--- config.mk ---
export PLATFORM = sky130hd
export DESIGN_NAME = psram_arbiter_flat
export DESIGN_NICKNAME = d
export VERILOG_FILES = /design/src/rtl/psram_pkg.sv /design/src/rtl/psram_arbiter_if.sv /design/src/rtl/psram_grant.sv /design/src/rtl/psram_arbiter.sv /design/src/flat_wrapper.sv
export SDC_FILE = /design/constraint.sdc
export NUM_CORES = 1
export LEC_CHECK = 0
export ABC_AREA = 1
export CORE_ASPECT_RATIO = 1.5
export CORE_MARGIN = 5
export CORE_UTILIZATION = 37
export CTS_CLUSTER_DIAMETER = 80
export CTS_CLUSTER_SIZE = 30
export DETAILED_ROUTE_END_ITERATION = 6
export HOLD_SLACK_MARGIN = 0.02
export PLACE_DENSITY = 0.8
export SYNTH_ARGS = -nofsm -noshare
export SYNTH_HDL_FRONTEND = slang
export SYNTH_SLANG_ARGS = --single-unit
--- constraint.sdc ---
create_clock -name clk -period 2.2 [get_ports clk]
set_clock_uncertainty 0.15 [all_clocks]
set_input_delay 0.33 -clock clk [delete_from_list [all_inputs] [get_ports clk]]
set_output_delay 0.33 -clock clk [all_outputs]
set_load 0.03 [all_outputs]
--- src/rtl/psram_pkg.sv ---
// Shared types and default timing for the CellularRAM arbiter slice.
package psram_pkg;

    typedef enum logic [1:0] {
        ST_IDLE    = 2'd0,
        ST_SETUP   = 2'd1,
        ST_ACCESS  = 2'd2,
        ST_RECOVER = 2'd3
    } psram_state_e;

    typedef enum logic {
        SEL_RD = 1'b0,
        SEL_WR = 1'b1
    } psram_sel_e;

    localparam int DEF_ADDR_W         = 23;
    localparam int DEF_DATA_W         = 16;
    localparam int DEF_ACCESS_CYCLES  = 7;
    localparam int DEF_RECOVER_CYCLES = 1;

endpackage

--- src/rtl/psram_arbiter_if.sv ---
// Requester handshakes plus PSRAM pad signals; slave = arbiter, master = requesters/board.
interface psram_arbiter_if #(
    parameter int ADDR_W = 23,
    parameter int DATA_W = 16
);
    logic              rd_req;
    logic [ADDR_W-1:0] rd_addr;
    logic              rd_ack;
    logic [DATA_W-1:0] rd_data;

    logic              wr_req;
    logic [ADDR_W-1:0] wr_addr;
    logic [DATA_W-1:0] wr_data;
    logic [1:0]        wr_be;
    logic              wr_ack;

    logic              busy;

    logic [26:1]       MemAdr;
    logic [DATA_W-1:0] mem_dq_o;
    logic [DATA_W-1:0] mem_dq_i;
    logic              mem_dq_oe;
    logic              MemOE;
    logic              MemWR;
    logic              RamCS;
    logic              RamUB;
    logic              RamLB;
    logic              MemAdv;
    logic              RamCRE;
    logic              MemClk;

    modport slave (
        input  rd_req, rd_addr, wr_req, wr_addr, wr_data, wr_be, mem_dq_i,
        output rd_ack, rd_data, wr_ack, busy, MemAdr, mem_dq_o, mem_dq_oe,
               MemOE, MemWR, RamCS, RamUB, RamLB, MemAdv, RamCRE, MemClk
    );

    modport master (
        output rd_req, rd_addr, wr_req, wr_addr, wr_data, wr_be, mem_dq_i,
        input  rd_ack, rd_data, wr_ack, busy, MemAdr, mem_dq_o, mem_dq_oe,
               MemOE, MemWR, RamCS, RamUB, RamLB, MemAdv, RamCRE, MemClk
    );

endinterface

--- src/rtl/psram_grant.sv ---
// Port selection between playback read and loader write.
// PSRAM_ARB_FAIR_EN: contested grants alternate via last_grant_q; otherwise read has fixed priority.
module psram_grant
    import psram_pkg::*;
(
    input  logic       clk_i,
    input  logic       rst_i,
    input  logic       rd_req_i,
    input  logic       wr_req_i,
    input  logic       take_i,
    output logic       grant_valid_o,
    output psram_sel_e grant_sel_o
);

`ifdef PSRAM_ARB_FAIR_EN
    psram_sel_e last_grant_q;

    always_comb begin
        grant_valid_o = rd_req_i | wr_req_i;
        grant_sel_o   = SEL_RD;
        if (rd_req_i && wr_req_i) begin
            grant_sel_o = (last_grant_q == SEL_WR) ? SEL_RD : SEL_WR;
        end else if (wr_req_i) begin
            grant_sel_o = SEL_WR;
        end
    end

    // Only contested grants move the fairness pointer.
    always_ff @(posedge clk_i or posedge rst_i) begin
        if (rst_i) begin
            last_grant_q <= SEL_WR;
        end else if (take_i && rd_req_i && wr_req_i) begin
            last_grant_q <= grant_sel_o;
        end
    end
`else
    logic unused_ok;
    assign unused_ok = ^{clk_i, rst_i, take_i};

    always_comb begin
        grant_valid_o = rd_req_i | wr_req_i;
        grant_sel_o   = rd_req_i ? SEL_RD : (wr_req_i ? SEL_WR : SEL_RD);
    end
`endif

endmodule

--- src/rtl/psram_arbiter.sv ---
// Two-port arbiter sequencing asynchronous-mode CellularRAM word accesses.
// Optional macro PSRAM_ARB_FAIR_EN selects alternating grants under contention.
module psram_arbiter
    import psram_pkg::*;
#(
    parameter int ADDR_W         = DEF_ADDR_W,
    parameter int DATA_W         = DEF_DATA_W,
    parameter int ACCESS_CYCLES  = DEF_ACCESS_CYCLES,
    parameter int RECOVER_CYCLES = DEF_RECOVER_CYCLES
) (
    input logic            clk,
    input logic            rst,
    psram_arbiter_if.slave bus
);

    localparam logic [3:0] ACC_LOAD = 4'(ACCESS_CYCLES - 1);
    localparam logic [3:0] REC_LOAD = 4'(RECOVER_CYCLES - 1);

    psram_state_e      state_q;
    psram_sel_e        sel_q;
    logic [3:0]        cnt_q;
    logic [26:1]       mem_adr_q;
    logic [DATA_W-1:0] dq_o_q;
    logic              dq_oe_q;
    logic              oe_n_q;
    logic              wr_n_q;
    logic              cs_n_q;
    logic              ub_n_q;
    logic              lb_n_q;
    logic [DATA_W-1:0] rd_data_q;
    logic              rd_ack_q;
    logic              wr_ack_q;
    logic              busy_q;

    logic              gnt_valid;
    psram_sel_e        gnt_sel;
    logic              take;

    assign take = (state_q == ST_IDLE) && gnt_valid;

    psram_grant u_grant (
        .clk_i         (clk),
        .rst_i         (rst),
        .rd_req_i      (bus.rd_req),
        .wr_req_i      (bus.wr_req),
        .take_i        (take),
        .grant_valid_o (gnt_valid),
        .grant_sel_o   (gnt_sel)
    );

    always_ff @(posedge clk or posedge rst) begin
        if (rst) begin
            state_q   <= ST_IDLE;
            sel_q     <= SEL_RD;
            cnt_q     <= '0;
            mem_adr_q <= '0;
            dq_o_q    <= '0;
            dq_oe_q   <= 1'b0;
            oe_n_q    <= 1'b1;
            wr_n_q    <= 1'b1;
            cs_n_q    <= 1'b1;
            ub_n_q    <= 1'b1;
            lb_n_q    <= 1'b1;
            rd_data_q <= '0;
            rd_ack_q  <= 1'b0;
            wr_ack_q  <= 1'b0;
            busy_q    <= 1'b0;
        end else begin
            rd_ack_q <= 1'b0;
            wr_ack_q <= 1'b0;
            case (state_q)
                ST_IDLE: begin
                    if (take) begin
                        state_q <= ST_SETUP;
                        busy_q  <= 1'b1;
                        sel_q   <= gnt_sel;
                        cs_n_q  <= 1'b0;
                        if (gnt_sel == SEL_WR) begin
                            mem_adr_q          <= 26'(bus.wr_addr);
                            dq_o_q             <= bus.wr_data;
                            dq_oe_q            <= 1'b1;
                            {ub_n_q, lb_n_q}   <= ~bus.wr_be;
                        end else begin
                            mem_adr_q          <= 26'(bus.rd_addr);
                            {ub_n_q, lb_n_q}   <= 2'b00;
                        end
                    end
                end
                ST_SETUP: begin
                    state_q <= ST_ACCESS;
                    cnt_q   <= ACC_LOAD;
                    oe_n_q  <= (sel_q == SEL_WR);
                    wr_n_q  <= (sel_q != SEL_WR);
                end
                ST_ACCESS: begin
                    if (cnt_q == '0) begin
                        // All strobes and the bus release on the same edge as CS.
                        state_q <= ST_RECOVER;
                        cnt_q   <= REC_LOAD;
                        cs_n_q  <= 1'b1;
                        oe_n_q  <= 1'b1;
                        wr_n_q  <= 1'b1;
                        ub_n_q  <= 1'b1;
                        lb_n_q  <= 1'b1;
                        dq_oe_q <= 1'b0;
                        if (sel_q == SEL_RD) begin
                            rd_data_q <= bus.mem_dq_i;
                            rd_ack_q  <= 1'b1;
                        end else begin
                            wr_ack_q  <= 1'b1;
                        end
                    end else begin
                        cnt_q <= cnt_q - 4'd1;
                    end
                end
                ST_RECOVER: begin
                    if (cnt_q == '0) begin
                        state_q <= ST_IDLE;
                        busy_q  <= 1'b0;
                    end else begin
                        cnt_q <= cnt_q - 4'd1;
                    end
                end
                default: state_q <= ST_IDLE;
            endcase
        end
    end

    assign bus.rd_ack    = rd_ack_q;
    assign bus.rd_data   = rd_data_q;
    assign bus.wr_ack    = wr_ack_q;
    assign bus.busy      = busy_q;
    assign bus.MemAdr    = mem_adr_q;
    assign bus.mem_dq_o  = dq_o_q;
    assign bus.mem_dq_oe = dq_oe_q;
    assign bus.MemOE     = oe_n_q;
    assign bus.MemWR     = wr_n_q;
    assign bus.RamCS     = cs_n_q;
    assign bus.RamUB     = ub_n_q;
    assign bus.RamLB     = lb_n_q;
    assign bus.MemAdv    = 1'b0;
    assign bus.RamCRE    = 1'b0;
    assign bus.MemClk    = 1'b0;

endmodule

--- src/flat_wrapper.sv ---
// flat-port wrapper written by rule: the top's interface ports become plain ports
module psram_arbiter_flat import psram_pkg::*;
#(
    parameter int ADDR_W         = DEF_ADDR_W,
    parameter int DATA_W         = DEF_DATA_W,
    parameter int ACCESS_CYCLES  = DEF_ACCESS_CYCLES,
    parameter int RECOVER_CYCLES = DEF_RECOVER_CYCLES
)
  (clk, rst, bus_rd_req, bus_rd_addr, bus_wr_req, bus_wr_addr, bus_wr_data, bus_wr_be, bus_mem_dq_i, bus_rd_ack, bus_rd_data, bus_wr_ack, bus_busy, bus_MemAdr, bus_mem_dq_o, bus_mem_dq_oe, bus_MemOE, bus_MemWR, bus_RamCS, bus_RamUB, bus_RamLB, bus_MemAdv, bus_RamCRE, bus_MemClk);
  psram_arbiter_if #(.ADDR_W(ADDR_W), .DATA_W(DATA_W)) bus_i ();
  input logic clk;
  input logic rst;
  input wire logic [$bits(bus_i.rd_req)-1:0] bus_rd_req;
  input wire logic [$bits(bus_i.rd_addr)-1:0] bus_rd_addr;
  input wire logic [$bits(bus_i.wr_req)-1:0] bus_wr_req;
  input wire logic [$bits(bus_i.wr_addr)-1:0] bus_wr_addr;
  input wire logic [$bits(bus_i.wr_data)-1:0] bus_wr_data;
  input wire logic [$bits(bus_i.wr_be)-1:0] bus_wr_be;
  input wire logic [$bits(bus_i.mem_dq_i)-1:0] bus_mem_dq_i;
  output wire logic [$bits(bus_i.rd_ack)-1:0] bus_rd_ack;
  output wire logic [$bits(bus_i.rd_data)-1:0] bus_rd_data;
  output wire logic [$bits(bus_i.wr_ack)-1:0] bus_wr_ack;
  output wire logic [$bits(bus_i.busy)-1:0] bus_busy;
  output wire logic [$bits(bus_i.MemAdr)-1:0] bus_MemAdr;
  output wire logic [$bits(bus_i.mem_dq_o)-1:0] bus_mem_dq_o;
  output wire logic [$bits(bus_i.mem_dq_oe)-1:0] bus_mem_dq_oe;
  output wire logic [$bits(bus_i.MemOE)-1:0] bus_MemOE;
  output wire logic [$bits(bus_i.MemWR)-1:0] bus_MemWR;
  output wire logic [$bits(bus_i.RamCS)-1:0] bus_RamCS;
  output wire logic [$bits(bus_i.RamUB)-1:0] bus_RamUB;
  output wire logic [$bits(bus_i.RamLB)-1:0] bus_RamLB;
  output wire logic [$bits(bus_i.MemAdv)-1:0] bus_MemAdv;
  output wire logic [$bits(bus_i.RamCRE)-1:0] bus_RamCRE;
  output wire logic [$bits(bus_i.MemClk)-1:0] bus_MemClk;
  assign bus_i.rd_req = bus_rd_req;
  assign bus_i.rd_addr = bus_rd_addr;
  assign bus_i.wr_req = bus_wr_req;
  assign bus_i.wr_addr = bus_wr_addr;
  assign bus_i.wr_data = bus_wr_data;
  assign bus_i.wr_be = bus_wr_be;
  assign bus_i.mem_dq_i = bus_mem_dq_i;
  assign bus_rd_ack = bus_i.rd_ack;
  assign bus_rd_data = bus_i.rd_data;
  assign bus_wr_ack = bus_i.wr_ack;
  assign bus_busy = bus_i.busy;
  assign bus_MemAdr = bus_i.MemAdr;
  assign bus_mem_dq_o = bus_i.mem_dq_o;
  assign bus_mem_dq_oe = bus_i.mem_dq_oe;
  assign bus_MemOE = bus_i.MemOE;
  assign bus_MemWR = bus_i.MemWR;
  assign bus_RamCS = bus_i.RamCS;
  assign bus_RamUB = bus_i.RamUB;
  assign bus_RamLB = bus_i.RamLB;
  assign bus_MemAdv = bus_i.MemAdv;
  assign bus_RamCRE = bus_i.RamCRE;
  assign bus_MemClk = bus_i.MemClk;
  psram_arbiter #(.ADDR_W(ADDR_W), .DATA_W(DATA_W), .ACCESS_CYCLES(ACCESS_CYCLES), .RECOVER_CYCLES(RECOVER_CYCLES)) u_core (.clk(clk), .rst(rst), .bus(bus_i));
endmodule
# ---- Yosys cells after proc, flatten, opt, wreduce, memory -nomap -nowiden
# Index checks and enable logic that the tools add are counted.
dict set report totals {
  wordCells 76
  inputBits 84
  ff_bits 74
  output_inout_bits 70
}
dict set report op_classes {
  bitwise_logic 3
  mux 33
  n_reduce_logical 16
  add_sub_neg 1
  eq_ne 8
}
# cell n
set op_table {}
lappend op_table {{23-bit 2-to-1 mux} 1}
lappend op_table {{1-bit 2-to-1 mux} 18}
lappend op_table {{3-bit AND reduction} 5}
lappend op_table {{1-bit one-hot mux with 2 select lines} 7}
lappend op_table {{4-bit one-hot mux with 3 select lines} 1}
lappend op_table {{4-bit 2-to-1 mux} 2}
lappend op_table {{2-bit by 1-bit inequality test with 1-bit output, second input constant} 4}
lappend op_table {{2-bit one-hot mux with 4 select lines} 1}
lappend op_table {{2-bit 2-to-1 mux} 3}
lappend op_table {{2-bit AND reduction} 3}
lappend op_table {{2-bit nonzero test} 3}
lappend op_table {{2-bit equality test, second input constant} 2}
lappend op_table {{4-bit zero test} 1}
lappend op_table {{4-bit AND reduction} 1}
lappend op_table {{4-bit by 1-bit subtractor with 4-bit output, second input constant} 1}
lappend op_table {{3-bit nonzero test} 1}
lappend op_table {{2-bit by 1-bit equality test with 1-bit output, second input constant} 1}
lappend op_table {{2-bit zero test} 1}
lappend op_table {{2-bit inequality test, second input constant} 1}
lappend op_table {{2-bit NOT} 1}
lappend op_table {{1-bit logical AND} 1}
lappend op_table {{1-bit NOT} 1}
lappend op_table {{1-bit bitwise OR} 1}

# ---- Longest topological paths before layout
# Gate-level depths: netlist of the first run.
dict set report logic_depth {
  depth_word 5
  ltp_mapped 9
  depth_no_buf 8
}

# ---- Modules after synthesis
# From an unflattened synthesis of the first run, not the netlist that was laid out.
dict set report unflattened {
  hier_cells 345
  hier_area_um2 3210.6
}
# module n_inst seq_area_each_um2 area_per_inst_um2 cells_each
set modules_own_cells {}
lappend modules_own_cells {psram_arbiter 1 1783.0 3195.6 341}
lappend modules_own_cells {psram_grant 1 0.0 15.0 4}

# ---- Worst setup path after synthesis of the first run
# OpenSTA, ideal clock, no wires.
dict set report synth_timing {
  path_type {reg2reg}
  start {reg u_core.state_q[0]}
  end {reg u_core.rd_data_q[0] (netlist: u_core.bus.rd_data[0])}
  arrival_time_ns 1.323
  setup_slack_ns 0.610
  setup_ns 0.117
  period_less_slack_ns 1.590
  required_time_ns 1.933
  stages_incl_launch_ff 9
  path_buffers 1
  cell_sequence {dfrtp_1 -> inv_1 -> ha_1 -> inv_1 -> nor2_2 -> nand2_4 -> buf_2 -> nand2_1 -> nand2_1}
}
dict set report synth_via {
  elab_chain_len 2
}
# element line_no
set synth_lines {}
lappend synth_lines {{start, declared} psram_arbiter.sv:19} ;# psram_state_e state_q;
lappend synth_lines {{start signal, assigned} psram_arbiter.sv:53} ;# state_q <= ST_IDLE;
lappend synth_lines {{start signal, assigned} psram_arbiter.sv:74} ;# state_q <= ST_SETUP;
lappend synth_lines {{start signal, assigned} psram_arbiter.sv:90} ;# state_q <= ST_ACCESS;
lappend synth_lines {{2-bit equality test} psram_arbiter.sv:71} ;# case (state_q)
lappend synth_lines {{3-bit AND reduction (no source line)} --}
lappend synth_lines {{end signal, assigned} psram_arbiter.sv:107} ;# rd_data_q <= bus.mem_dq_i;
lappend synth_lines {{end, declared} psram_arbiter.sv:30} ;# logic [DATA_W-1:0] rd_data_q;
# Every way passes these cells.
# A chain may end at the register's enable or synchronous reset.

# ---- Worst setup path in the final report of the first run
dict set report layout_timing {
  start {reg u_core.lb_n_q (netlist: u_core.bus.RamLB)}
  end {out bus_RamLB}
}
# element line_no
set layout_rtl {}
lappend layout_rtl {{start, declared} psram_arbiter.sv:29} ;# logic lb_n_q;
lappend layout_rtl {{start signal, assigned} psram_arbiter.sv:82} ;# {ub_n_q, lb_n_q} <= ~bus.wr_be;
lappend layout_rtl {{end, declared} flat_wrapper.sv:31} ;# output wire logic [$bits(bus_i.RamLB)-1:0] bus_RamLB;
# No word-level cell between the ends.

==> flow_metrics.env, run 1 <==
export IMPL_yosysUniqueCellTypes=27
export IMPL_diodes=0
export IMPL_hold_path_class="input port to asynchronous set/reset pin"
export IMPL_syn_avg_cell_area_um2=8.62
export IMPL_cts_tree="built"
export IMPL_drt_iter0_markers=65
export IMPL_worst_path_max_fanout=2
export IMPL_slew_viol_final=0
export IMPL_fin_crit_sh=0.924
export IMPL_dieHeight_um=123
export IMPL_remaining_drc_errors=0
export IMPL_power_total_uw=7760
export IMPL_yosys_area_share_adder=0.0278
export IMPL_fillCellCount=729
export IMPL_synth_area_um2=3160
export IMPL_ir_drop_mv=0.759
export IMPL_layout_drive_gt1_share=0.0746
export IMPL_tns_ns=0
export IMPL_yosys_area_share_simple=0.259
export IMPL_final_common_cell="nand2_1"
export IMPL_grt_max_degree=33
export IMPL_coreArea_um2=8360
export IMPL_synth_warnings=0
export IMPL_path_buf_inv=1
export IMPL_setup_violations_final=0
export IMPL_die_w_um=85.4
export IMPL_cp_required_ns=1.72
export IMPL_dpl_hpwl_um=6580
export IMPL_path_cells="clkdlybuf4s50_1"
export IMPL_critical_path_class="flip-flop to primary output"
export IMPL_io_buffers=147
export IMPL_slowest_stage="clkdlybuf4s50_1"
export IMPL_hold_viol_final=0
export IMPL_cts_made_buffers=9
export IMPL_ant_nets=0
export IMPL_grt_pass1_wl_um=13300
export IMPL_rr_worst_depth=8
export IMPL_globalplace_congestion=0.786
export IMPL_start_kind="flip-flop"
export IMPL_clock_latency_ns=0.33
export IMPL_cpLargestDelayFamily="buffers and inverters"
export IMPL_reg2reg_to="u_core.bus.rd_data[14]"
export IMPL_fmax_mhz=492
export IMPL_ff2ff_setup_slack_ns=0.43
export IMPL_cp_arrival_ns=1.55
export IMPL_start_util=0.377
export IMPL_synth_top_family_by_area="simple AND/OR/NAND/NOR gates"
export IMPL_dr_pass1_iters=4
export IMPL_routed_wl_um=8240
export IMPL_postCtsHoldBufs=0
export IMPL_layout_common_cells="nand2_1 (161), clkdlybuf4s50_1 (147), dfrtp_1 (66)"
export IMPL_fin_crit_ns=2.03
export IMPL_placedInstanceArea_um2=4750
export IMPL_cp_end_kind="primary output"
export IMPL_rows=41
export IMPL_rr_startpoint="u_core.state_q[0]"
export IMPL_clk_pin_slew_ns=0.05
export IMPL_cts_resized=0
export IMPL_cap_violations=0
export IMPL_fin_nets=609
export IMPL_die_area_um2=10500
export IMPL_wl_per_cell_um=13.1
export IMPL_via_per_inst=4.54
export IMPL_vias=2861
export IMPL_post_cts_setup_buffer_count=0
export IMPL_synth_compound_area_frac=0.0769
export IMPL_crit_path_max_incr_delay_ns=0.70
export IMPL_status="finished clean"
export IMPL_rsz0062_at_grt="no"
export IMPL_synth_seq_cells=71
export IMPL_clk_path_buf_depth=2
export IMPL_synthMuxAreaShare=0
export IMPL_io_pin_count=154
export IMPL_clkSinkCount=71
export IMPL_cts_root_buf="clkbuf_16"
export IMPL_grtUsageTotal=0.161
export IMPL_fin_area_um2=5080
export IMPL_synth_xor_area_frac=0.00278
export IMPL_antenna_found_initial=0
export IMPL_seq_area_frac_synth=0.565
export IMPL_first_global_vias=2853
export IMPL_netlist_instances=366
export IMPL_cts_htree_levels=3
export IMPL_total_leakage_power_uw=0.00234
export IMPL_powerDensity_nw_per_um2=1530
export IMPL_area_delta_synth_final_pct=61.1
export IMPL_grt_overflow_total=0
[logic make-up after synthesis]
logic type | count (synthesis)
AOI/OAI and AO/OA | 41
DFF | 71
xor gates and xnor gates | 1
and+or+nand+nor | 205
buffers and inverters | 40
other | 1
adders and majority gates | 7
[cells in the mapped netlist]
cell | n | share of area
dfstp_2 | 5 | 0.042
o211ai_1 | 1 | 0.0024
inv_4 | 1 | 0.0020
buf_4 | 9 | 0.021
inv_2 | 4 | 0.0048
a21oi_2 | 1 | 0.0028
nand3_1 | 9 | 0.014
nor2_4 | 1 | 0.0036
a31oi_1 | 23 | 0.046
buf_2 | 8 | 0.013
nor3_1 | 1 | 0.0016
a21boi_0 | 1 | 0.0024
conb_1 | 1 | 0.0012
nand2_4 | 1 | 0.0036
nor2_8 | 1 | 0.0063
dfrtp_1 | 66 | 0.52
xor2_1 | 1 | 0.0028
buf_6 | 2 | 0.0071
o21ai_0 | 11 | 0.017
nand2_1 | 161 | 0.19
and2_1 | 1 | 0.0020
nor2_2 | 1 | 0.0020
nor2_1 | 29 | 0.034
ha_1 | 7 | 0.028
inv_1 | 16 | 0.019
a21oi_1 | 3 | 0.0048
o21ai_1 | 1 | 0.0016
[final cells by class]
cell class              instances  area, µm²  share of cell area
well taps                     107        134              0.0263
multi-input cells             260       1190               0.234
clock inverters                 6        109              0.0214
flip-flops and latches         71       1780               0.351
clock buffers                  10        229              0.0450
inverters                      21       85.1              0.0167
repair buffers                155       1560               0.306
[registers in the layout (all words and copies together) (netlist names)]
signal,cells
u_core.bus.mem_dq_o,16
u_core.bus.MemWR,1
u_core.state_q,2
u_core.bus.mem_dq_oe,1
u_core.bus.MemAdr,23
u_core.bus.rd_data,16
u_core.bus.wr_ack,1
u_core.bus.RamLB,1
u_core.bus.MemOE,1
u_core.sel_q,1
u_core.bus.busy,1
u_core.bus.RamUB,1
u_core.bus.RamCS,1
u_core.bus.rd_ack,1
u_core.cnt_q,4
[power breakdown]
| group | internal, µW | switching (µW) | total (µW) |
|---|---|---|---|
| Clock | 1100 | 516 | 1620 |
| Sequential | 1940 | 342 | 2280 |
| Combinational | 1560 | 2290 | 3850 |
[worst max-delay path by stage]
stage	from	endpoint	cells past startpoint
finish	u_core.bus.RamLB	bus_RamLB	1
global route	u_core.bus.RamLB	bus_RamLB	1
CTS	u_core.bus.RamLB	bus_RamLB	1
detailed placement	bus_rd_req	u_core.bus.MemAdr[1]	6
global placement	bus_rd_req	u_core.sel_q	6
floorplan	u_core.state_q[0]	u_core.bus.rd_data[0]	8
[per-layer routing]
metal  global-route usage  up-vias  share of wire  wire [µm]
li1                     -     1444              -          -
met1                0.181     1281           0.39       3250
met2                0.268      124           0.48       3960
met3               0.0680       12           0.10        850
met4               0.0683        0          0.021        174
met5                    0        -              0          0
[stage by stage]
| step | setup WS (ns) | util | cells | hold slack, ns |
|---|---|---|---|---|
| 2_1_floorplan | 0.610 | - | 371 | 0.290 |
| 3_3_place_gp | 0.366 | 0.568 | 614 | 0.305 |
| 3_5_place_dp | 0.265 | 0.568 | 614 | 0.308 |
| 4_1_cts | 0.136 | 0.608 | 630 | 0.207 |
| 5_1_grt | 0.116 | 0.608 | 630 | 0.238 |
| 6_report | 0.166 | 0.608 | 630 | 0.209 |
(Power assumes the default switching activity.)
==> run 2: changes to the inputs <==
--- a/config.mk
+++ b/config.mk
@@ -8,12 +8,12 @@
 export ABC_AREA = 1
 export CORE_ASPECT_RATIO = 1.5
 export CORE_MARGIN = 5
-export CORE_UTILIZATION = 37
+export CORE_UTILIZATION = 41
 export CTS_CLUSTER_DIAMETER = 80
 export CTS_CLUSTER_SIZE = 30
 export DETAILED_ROUTE_END_ITERATION = 6
 export HOLD_SLACK_MARGIN = 0.02
-export PLACE_DENSITY = 0.8
+export PLACE_DENSITY = 0.84
 export SYNTH_ARGS = -nofsm -noshare
 export SYNTH_HDL_FRONTEND = slang
 export SYNTH_SLANG_ARGS = --single-unit
==> constraint.sdc (replaced) <==
create_clock -name clk -period 2.05 [get_ports clk]
set_clock_uncertainty 0.15 [all_clocks]
set_input_delay 0.3075 -clock clk [delete_from_list [all_inputs] [get_ports clk]]
set_output_delay 0.3075 -clock clk [all_outputs]
set_load 0.03 [all_outputs]
==> run 2 against run 1 <==
Net effect:
- clock-buffer cell count grew 3
- design area shrank 1.1%
- total power grew 5.1%
- register-to-register slack lost 0.22 ns
- global-route usage grew 2.4 points
- critical path depth is the same
- setup slack lost 0.11 ns
- worst hold slack gained 0.088 ns
- clock power shrank 4%
- final cell count shrank 1.3%
- sequential cell count is the same
- sequential power grew 7%
- critical endpoint is now bus_MemOE
- largest cell class unchanged
==> flow_metrics.env, run 2 (synthesis gave the netlist of run 1 again) <==
export IMPL_status="finished clean"
export IMPL_antenna_found_initial=0
export IMPL_crit_path_max_incr_delay_ns=0.68
export IMPL_powerDensity_nw_per_um2=1620
export IMPL_postCtsHoldBufs=0
export IMPL_cts_root_buf="clkbuf_16"
export IMPL_fin_nets=606
export IMPL_layout_common_cells="nand2_1 (161), clkdlybuf4s50_1 (147), dfrtp_1 (66)"
export IMPL_worst_path_max_fanout=2
export IMPL_reg2reg_to="u_core.bus.rd_data[0]"
export IMPL_cp_arrival_ns=1.54
export IMPL_tns_ns=0
export IMPL_final_common_cell="nand2_1"
export IMPL_rsz0062_at_grt="no"
export IMPL_die_area_um2=9590
export IMPL_start_util=0.417
export IMPL_total_leakage_power_uw=0.00232
export IMPL_fillCellCount=612
export IMPL_die_w_um=81.6
export IMPL_fin_cells=622
export IMPL_path_cells="clkdlybuf4s50_1"
export IMPL_rr_worst_depth=8
export IMPL_cp_required_ns=1.59
export IMPL_hold_path_class="input port to asynchronous set/reset pin"
export IMPL_dpl_hpwl_um=6610
export IMPL_fin_crit_sh=0.974
export IMPL_ff2ff_setup_slack_ns=0.21
export IMPL_cts_resized=0
export IMPL_routed_wl_um=8530
export IMPL_clock_latency_ns=0.32
export IMPL_globalplace_congestion=0.855
export IMPL_clk_pin_slew_ns=0.05
export IMPL_dr_pass1_iters=4
export IMPL_slew_viol_final=0
export IMPL_grt_overflow_total=0
export IMPL_setup_violations_final=0
export IMPL_dp_cells=606
export IMPL_largest_reg_flops=23
export IMPL_ir_drop_mv=0.861
export IMPL_slowest_stage="clkdlybuf4s50_1"
export IMPL_diodes=0
export IMPL_via_per_inst=4.68
export IMPL_start_kind="flip-flop"
export IMPL_grt_pass1_wl_um=13800
export IMPL_rows=39
export IMPL_ant_nets=0
export IMPL_grtUsageTotal=0.185
export IMPL_layout_drive_gt1_share=0.0692
export IMPL_grt_max_degree=72
export IMPL_clk_path_buf_depth=2
export IMPL_post_cts_setup_buffer_count=0
export IMPL_io_buffers=147
export IMPL_vias=2908
export IMPL_path_buf_inv=1
export IMPL_cts_made_buffers=9
export IMPL_cp_end_kind="primary output"
export IMPL_rr_startpoint="u_core.state_q[0]"
export IMPL_cp_depth=1
export IMPL_first_global_vias=3018
export IMPL_wl_per_cell_um=13.7
export IMPL_cts_htree_levels=3
export IMPL_critical_path_class="flip-flop to primary output"
export IMPL_cap_violations=0
export IMPL_fmax_mhz=501
export IMPL_area_delta_synth_final_pct=59.3
export IMPL_coreArea_um2=7560
export IMPL_cpLargestDelayFamily="buffers and inverters"
export IMPL_fin_crit_ns=2.00
export IMPL_clkSinkCount=71
export IMPL_dieHeight_um=117
export IMPL_io_pin_count=154
export IMPL_cts_tree="built"
export IMPL_hold_viol_final=0
export IMPL_drt_iter0_markers=114
export IMPL_remaining_drc_errors=0
run 2: power breakdown:
group          internal, µW  leakage, µW  switching (µW)
logic                  1660      0.00134            2480
clock network          1040     0.000156             529
registers              2080     0.000818             361
total                  4790      0.00232            3370
run 2: metal layers:
metal / vias to the layer above / wire length, µm / GRT usage
li1: 1440 / - / -
met1: 1319 / 3130 / 0.200
met2: 125 / 4440 / 0.321
met3: 24 / 683 / 0.0521
met4: 0 / 275 / 0.0904
met5: - / 0 / 0
run 2: worst max-delay path by stage:
stage / endpoint / from / slack (ns)
after floorplan: u_core.bus.rd_data[0] / u_core.state_q[0] / 0.46
after global placement: u_core.bus.MemAdr[6] / bus_rd_req / 0.26
after detailed placement: u_core.bus.MemAdr[20] / bus_wr_req / 0.20
after CTS: bus_MemOE / u_core.bus.MemOE / 0.04
after global routing: bus_MemOE / u_core.bus.MemOE / 0.01
final: bus_MemOE / u_core.bus.MemOE / 0.05
run 2: worst min-delay path, stage by stage:
cell             delay, ns
clkdlybuf4s50_1       0.44
clkinvlp_4            0.10
buf_12                0.32
run 2: layout make-up:
class / instances / area (µm²) / share of cell area
Sequential cell: 71 / 1780 / 0.355
Multi-Input combinational cell: 260 / 1190 / 0.236
Clock buffer: 13 / 270 / 0.0538
Clock inverter: 3 / 40.0 / 0.00796
Timing Repair Buffer: 152 / 1530 / 0.305
Tap cell: 102 / 128 / 0.0254
Inverter: 21 / 85.1 / 0.0169
run 2: through the flow:
stage / instance area (µm²) / util / hold slack, ns / power [µW] / worst slack [ns]
5_1_grt: 5030 / 0.665 / 0.344 / 8700 / 0.0100
2_1_floorplan: 3180 / - / 0.267 / 4910 / 0.460
3_5_place_dp: 4720 / 0.624 / 0.313 / 6640 / 0.202
6_report: 5030 / 0.665 / 0.296 / 8150 / 0.0525
3_3_place_gp: 4720 / 0.624 / 0.304 / 6460 / 0.263
4_1_cts: 5030 / 0.665 / 0.309 / 8240 / 0.0363
==> run 3: changes to the inputs <==
--- a/config.mk
+++ b/config.mk
@@ -8,12 +8,14 @@
 export ABC_AREA = 1
 export CORE_ASPECT_RATIO = 1.5
 export CORE_MARGIN = 5
-export CORE_UTILIZATION = 41
+export CORE_UTILIZATION = 44
 export CTS_CLUSTER_DIAMETER = 80
 export CTS_CLUSTER_SIZE = 30
 export DETAILED_ROUTE_END_ITERATION = 6
 export HOLD_SLACK_MARGIN = 0.02
-export PLACE_DENSITY = 0.84
+export PLACE_DENSITY = 0.89
+export SLEW_MARGIN = 15
 export SYNTH_ARGS = -nofsm -noshare
 export SYNTH_HDL_FRONTEND = slang
+export SYNTH_HIERARCHICAL = 1
 export SYNTH_SLANG_ARGS = --single-unit
==> constraint.sdc (replaced) <==
create_clock -name clk -period 2.57 [get_ports clk]
set_clock_uncertainty 0.15 [all_clocks]
set_input_delay 0.3855 -clock clk [delete_from_list [all_inputs] [get_ports clk]]
set_output_delay 0.3855 -clock clk [all_outputs]
set_load 0.03 [all_outputs]
==> run 3 against run 2 <==
Net effect:
- design area decreased by 2.1%
- clock-buffer cell count increased by 1
- via count decreased by 1.3%
- clock power decreased by 47%
- non-clock buffer count decreased by 2
- die area decreased by 4.7%
- sequential cell count unchanged
- global-route usage increased by 1.3 points
- synthesized area increased by 1.7%
- setup slack improved by 0.42 ns
- sequential power decreased by 19%
==> flow_metrics.env, run 3 <==
export IMPL_p_clk_frac=0.132
export IMPL_fin_crit_sh=0.816
export IMPL_switching_power_uw=2700
export IMPL_critical_path_class="flip-flop to primary output"
export IMPL_cts_root_buf="clkbuf_8"
export IMPL_yosysMostFrequentCell="nand2_1"
export IMPL_io_buffers=147
export IMPL_synthMuxAreaShare=0.0666
export IMPL_dr_pass1_iters=4
export IMPL_fin_cells=597
export IMPL_syn_avg_cell_area_um2=9.31
export IMPL_drt_iter0_markers=110
export IMPL_grtUsageTotal=0.199
export IMPL_cts_tree="built"
export IMPL_vias=2869
export IMPL_yosys_area_share_adder=0.0273
export IMPL_path_buf_inv=1
export IMPL_start_kind="flip-flop"
export IMPL_synth_top_family_by_area="simple AND/OR/NAND/NOR gates"
export IMPL_path_cells="clkdlybuf4s50_1"
export IMPL_grt_use_met3=0.0661
export IMPL_seq_area_frac_synth=0.555
export IMPL_crit_path_max_incr_delay_ns=0.68
export IMPL_rr_worst_depth=6
export IMPL_synth_commonest_cells="nand2_1 (92), dfrtp_1 (66), a21oi_1 (49), nor2_1 (42), inv_1 (19)"
export IMPL_hold_viol_final=0
export IMPL_worst_path_max_fanout=2
export IMPL_ir_drop_mv=0.820
export IMPL_clkSinkCount=71
export IMPL_yosysUniqueCellTypes=27
export IMPL_start_util=0.447
export IMPL_grtUsageMet1=0.209
export IMPL_synth_area_um2=3210
export IMPL_intPower_uw=3570
export IMPL_dieHeight_um=115
export IMPL_wl_per_cell_um=15.1
export IMPL_largest_reg_flops=23
export IMPL_diodes=0
export IMPL_synth_edff_count=0
export IMPL_io_pin_count=154
export IMPL_rr_startpoint="u_core/state_q[0]"
export IMPL_first_global_vias=2934
export IMPL_cp_arrival_ns=1.56
export IMPL_netlist_instances=345
export IMPL_cp_end_kind="primary output"
export IMPL_combPwrFrac=0.551
export IMPL_clk_pin_slew_ns=0.07
export IMPL_globalplace_congestion=0.775
export IMPL_cp_required_ns=2.03
export IMPL_synth_top_area_frac=0.514
export IMPL_power_share_switching=0.430
export IMPL_remaining_drc_errors=0
export IMPL_total_leakage_power_uw=0.00221
export IMPL_layout_drive_gt1_share=0.0926
export IMPL_status="finished clean"
export IMPL_rows=38
export IMPL_cts_resized=0
export IMPL_setup_violations_final=0
export IMPL_slew_viol_final=0
export IMPL_cts_made_buffers=9
export IMPL_via_per_inst=4.81
export IMPL_synth_seq_cells=71
export IMPL_synthArstFlopShare=1.00
export IMPL_grt_max_degree=72
export IMPL_netlist_top_cells_area="dfrtp_1 (51%), nand2_1 (11%), a21oi_1 (7.6%)"
export IMPL_seqPwrFrac=0.316
export IMPL_area_delta_synth_final_pct=53.2
export IMPL_slowest_stage="clkdlybuf4s50_1"
export IMPL_die_area_um2=9140
export IMPL_ant_nets=0
export IMPL_layout_common_cells="clkdlybuf4s50_1 (147), nand2_1 (92), dfrtp_1 (66)"
export IMPL_use_met2=0.358
export IMPL_fin_crit_ns=2.10
export IMPL_ff2ff_setup_slack_ns=0.61
export IMPL_postCtsHoldBufs=0
export IMPL_post_cts_setup_buffer_count=0
export IMPL_synth_compound_area_frac=0.0943
export IMPL_dp_cells=581
export IMPL_fin_nets=583
export IMPL_reg2reg_to="u_core/bus.mem_dq_o[15]"
export IMPL_synth_warnings=6
export IMPL_antenna_found_initial=0
export IMPL_hold_path_class="input port to asynchronous set/reset pin"
export IMPL_yosysTopAreaCell="dfrtp_1"
export IMPL_synth_xor_area_frac=0.00273
export IMPL_yosys_area_share_simple=0.185
export IMPL_cts_htree_levels=3
export IMPL_dpl_hpwl_um=6740
export IMPL_routed_wl_um=8990
export IMPL_cpLargestDelayFamily="buffers and inverters"
export IMPL_fmax_mhz=477
export IMPL_coreArea_um2=7180
export IMPL_final_common_cell="clkdlybuf4s50_1"
export IMPL_clock_latency_ns=0.34
export IMPL_die_w_um=79.7
export IMPL_cap_violations=0
export IMPL_rsz0062_at_grt="no"
export IMPL_grt_overflow_total=0
export IMPL_clk_path_buf_depth=2
export IMPL_grt_pass1_wl_um=13800
export IMPL_powerDensity_nw_per_um2=1270
export IMPL_tns_ns=0
export IMPL_synth_main_ff_cell="dfrtp_1"
export IMPL_grt_busiest_layer="met2"
run 3: changes by cell type after synthesis, moves of 2 or more:
cell     change
buf_1        +4
inv_2        -2
inv_1        +3
mux2_4       +9
a21oi_1     +46
buf_4        -3
nand3_1      -3
a31oi_1     -23
mux2_2       +7
nand2_2      +2
nand2_1     -69
nor2_1      +13
run 3: worst max-delay path by stage:
stage	startpoint	cells after the start	slack (ns)	end
after global placement	bus_rd_req	7	0.39	u_core/bus.mem_dq_o[4]
after floorplan	rst	1	0.25	u_core/bus.MemAdr[10]
after detailed placement	bus_rd_req	7	0.35	u_core/bus.mem_dq_o[15]
after CTS	u_core/bus.MemOE	1	0.44	bus_MemOE
final	u_core/bus.MemOE	1	0.47	bus_MemOE
after global routing	u_core/bus.MemOE	1	0.41	bus_MemOE
run 3: final cells by class:
cell class                      instances  area (µm²)
Clock buffer                           14         143
Clock inverter                          2        35.0
Fill cell                             537        2260
Inverter                               23        96.3
Multi-Input combinational cell        237        1230
Sequential cell                        71        1780
Tap cell                              100         125
Timing Repair Buffer                  150        1510
run 3: logic make-up (layout without fill, tap and decap cells):
family / count (synthesis) / after routing
adder cells (fa/ha/maj): 7 / 7
multiplexers: 16 / 16
other: 1 / 6
flip-flops: 71 / 71
XOR/XNOR: 1 / 1
AO/OA/AOI/OAI: 60 / 60
AND/OR/NAND/NOR: 147 / 147
buffers and inverters: 42 / 189
run 3: power groups by stage:
| stage | Clock (µW) | Combinational (µW) | Sequential (µW) |
|---|---|---|---|
| final | 828 | 3450 | 1980 |
| after global routing | 909 | 3720 | 2060 |
| after CTS | 862 | 3490 | 1990 |
| after detailed placement | 0 | 3470 | 2000 |
| after global placement | 0 | 3390 | 1970 |
| after floorplan | 0 | 1130 | 2930 |
run 3: metal layers:
metal	wire, µm	vias to the layer above
li1	-	1380
met1	3290	1361
met2	4790	114
met3	742	14
met4	164	0
met5	0	-
run 3: through the flow:
stage	hold slack [ns]	total power (µW)	utilization	worst slack, ns	area, µm²
2_1_floorplan	0.345	4060	-	0.246	3230
3_3_place_gp	0.312	5360	0.661	0.385	4740
3_5_place_dp	0.315	5470	0.661	0.353	4740
4_1_cts	0.292	6330	0.685	0.436	4920
5_1_grt	0.290	6690	0.685	0.408	4920
6_report	0.286	6260	0.685	0.474	4920
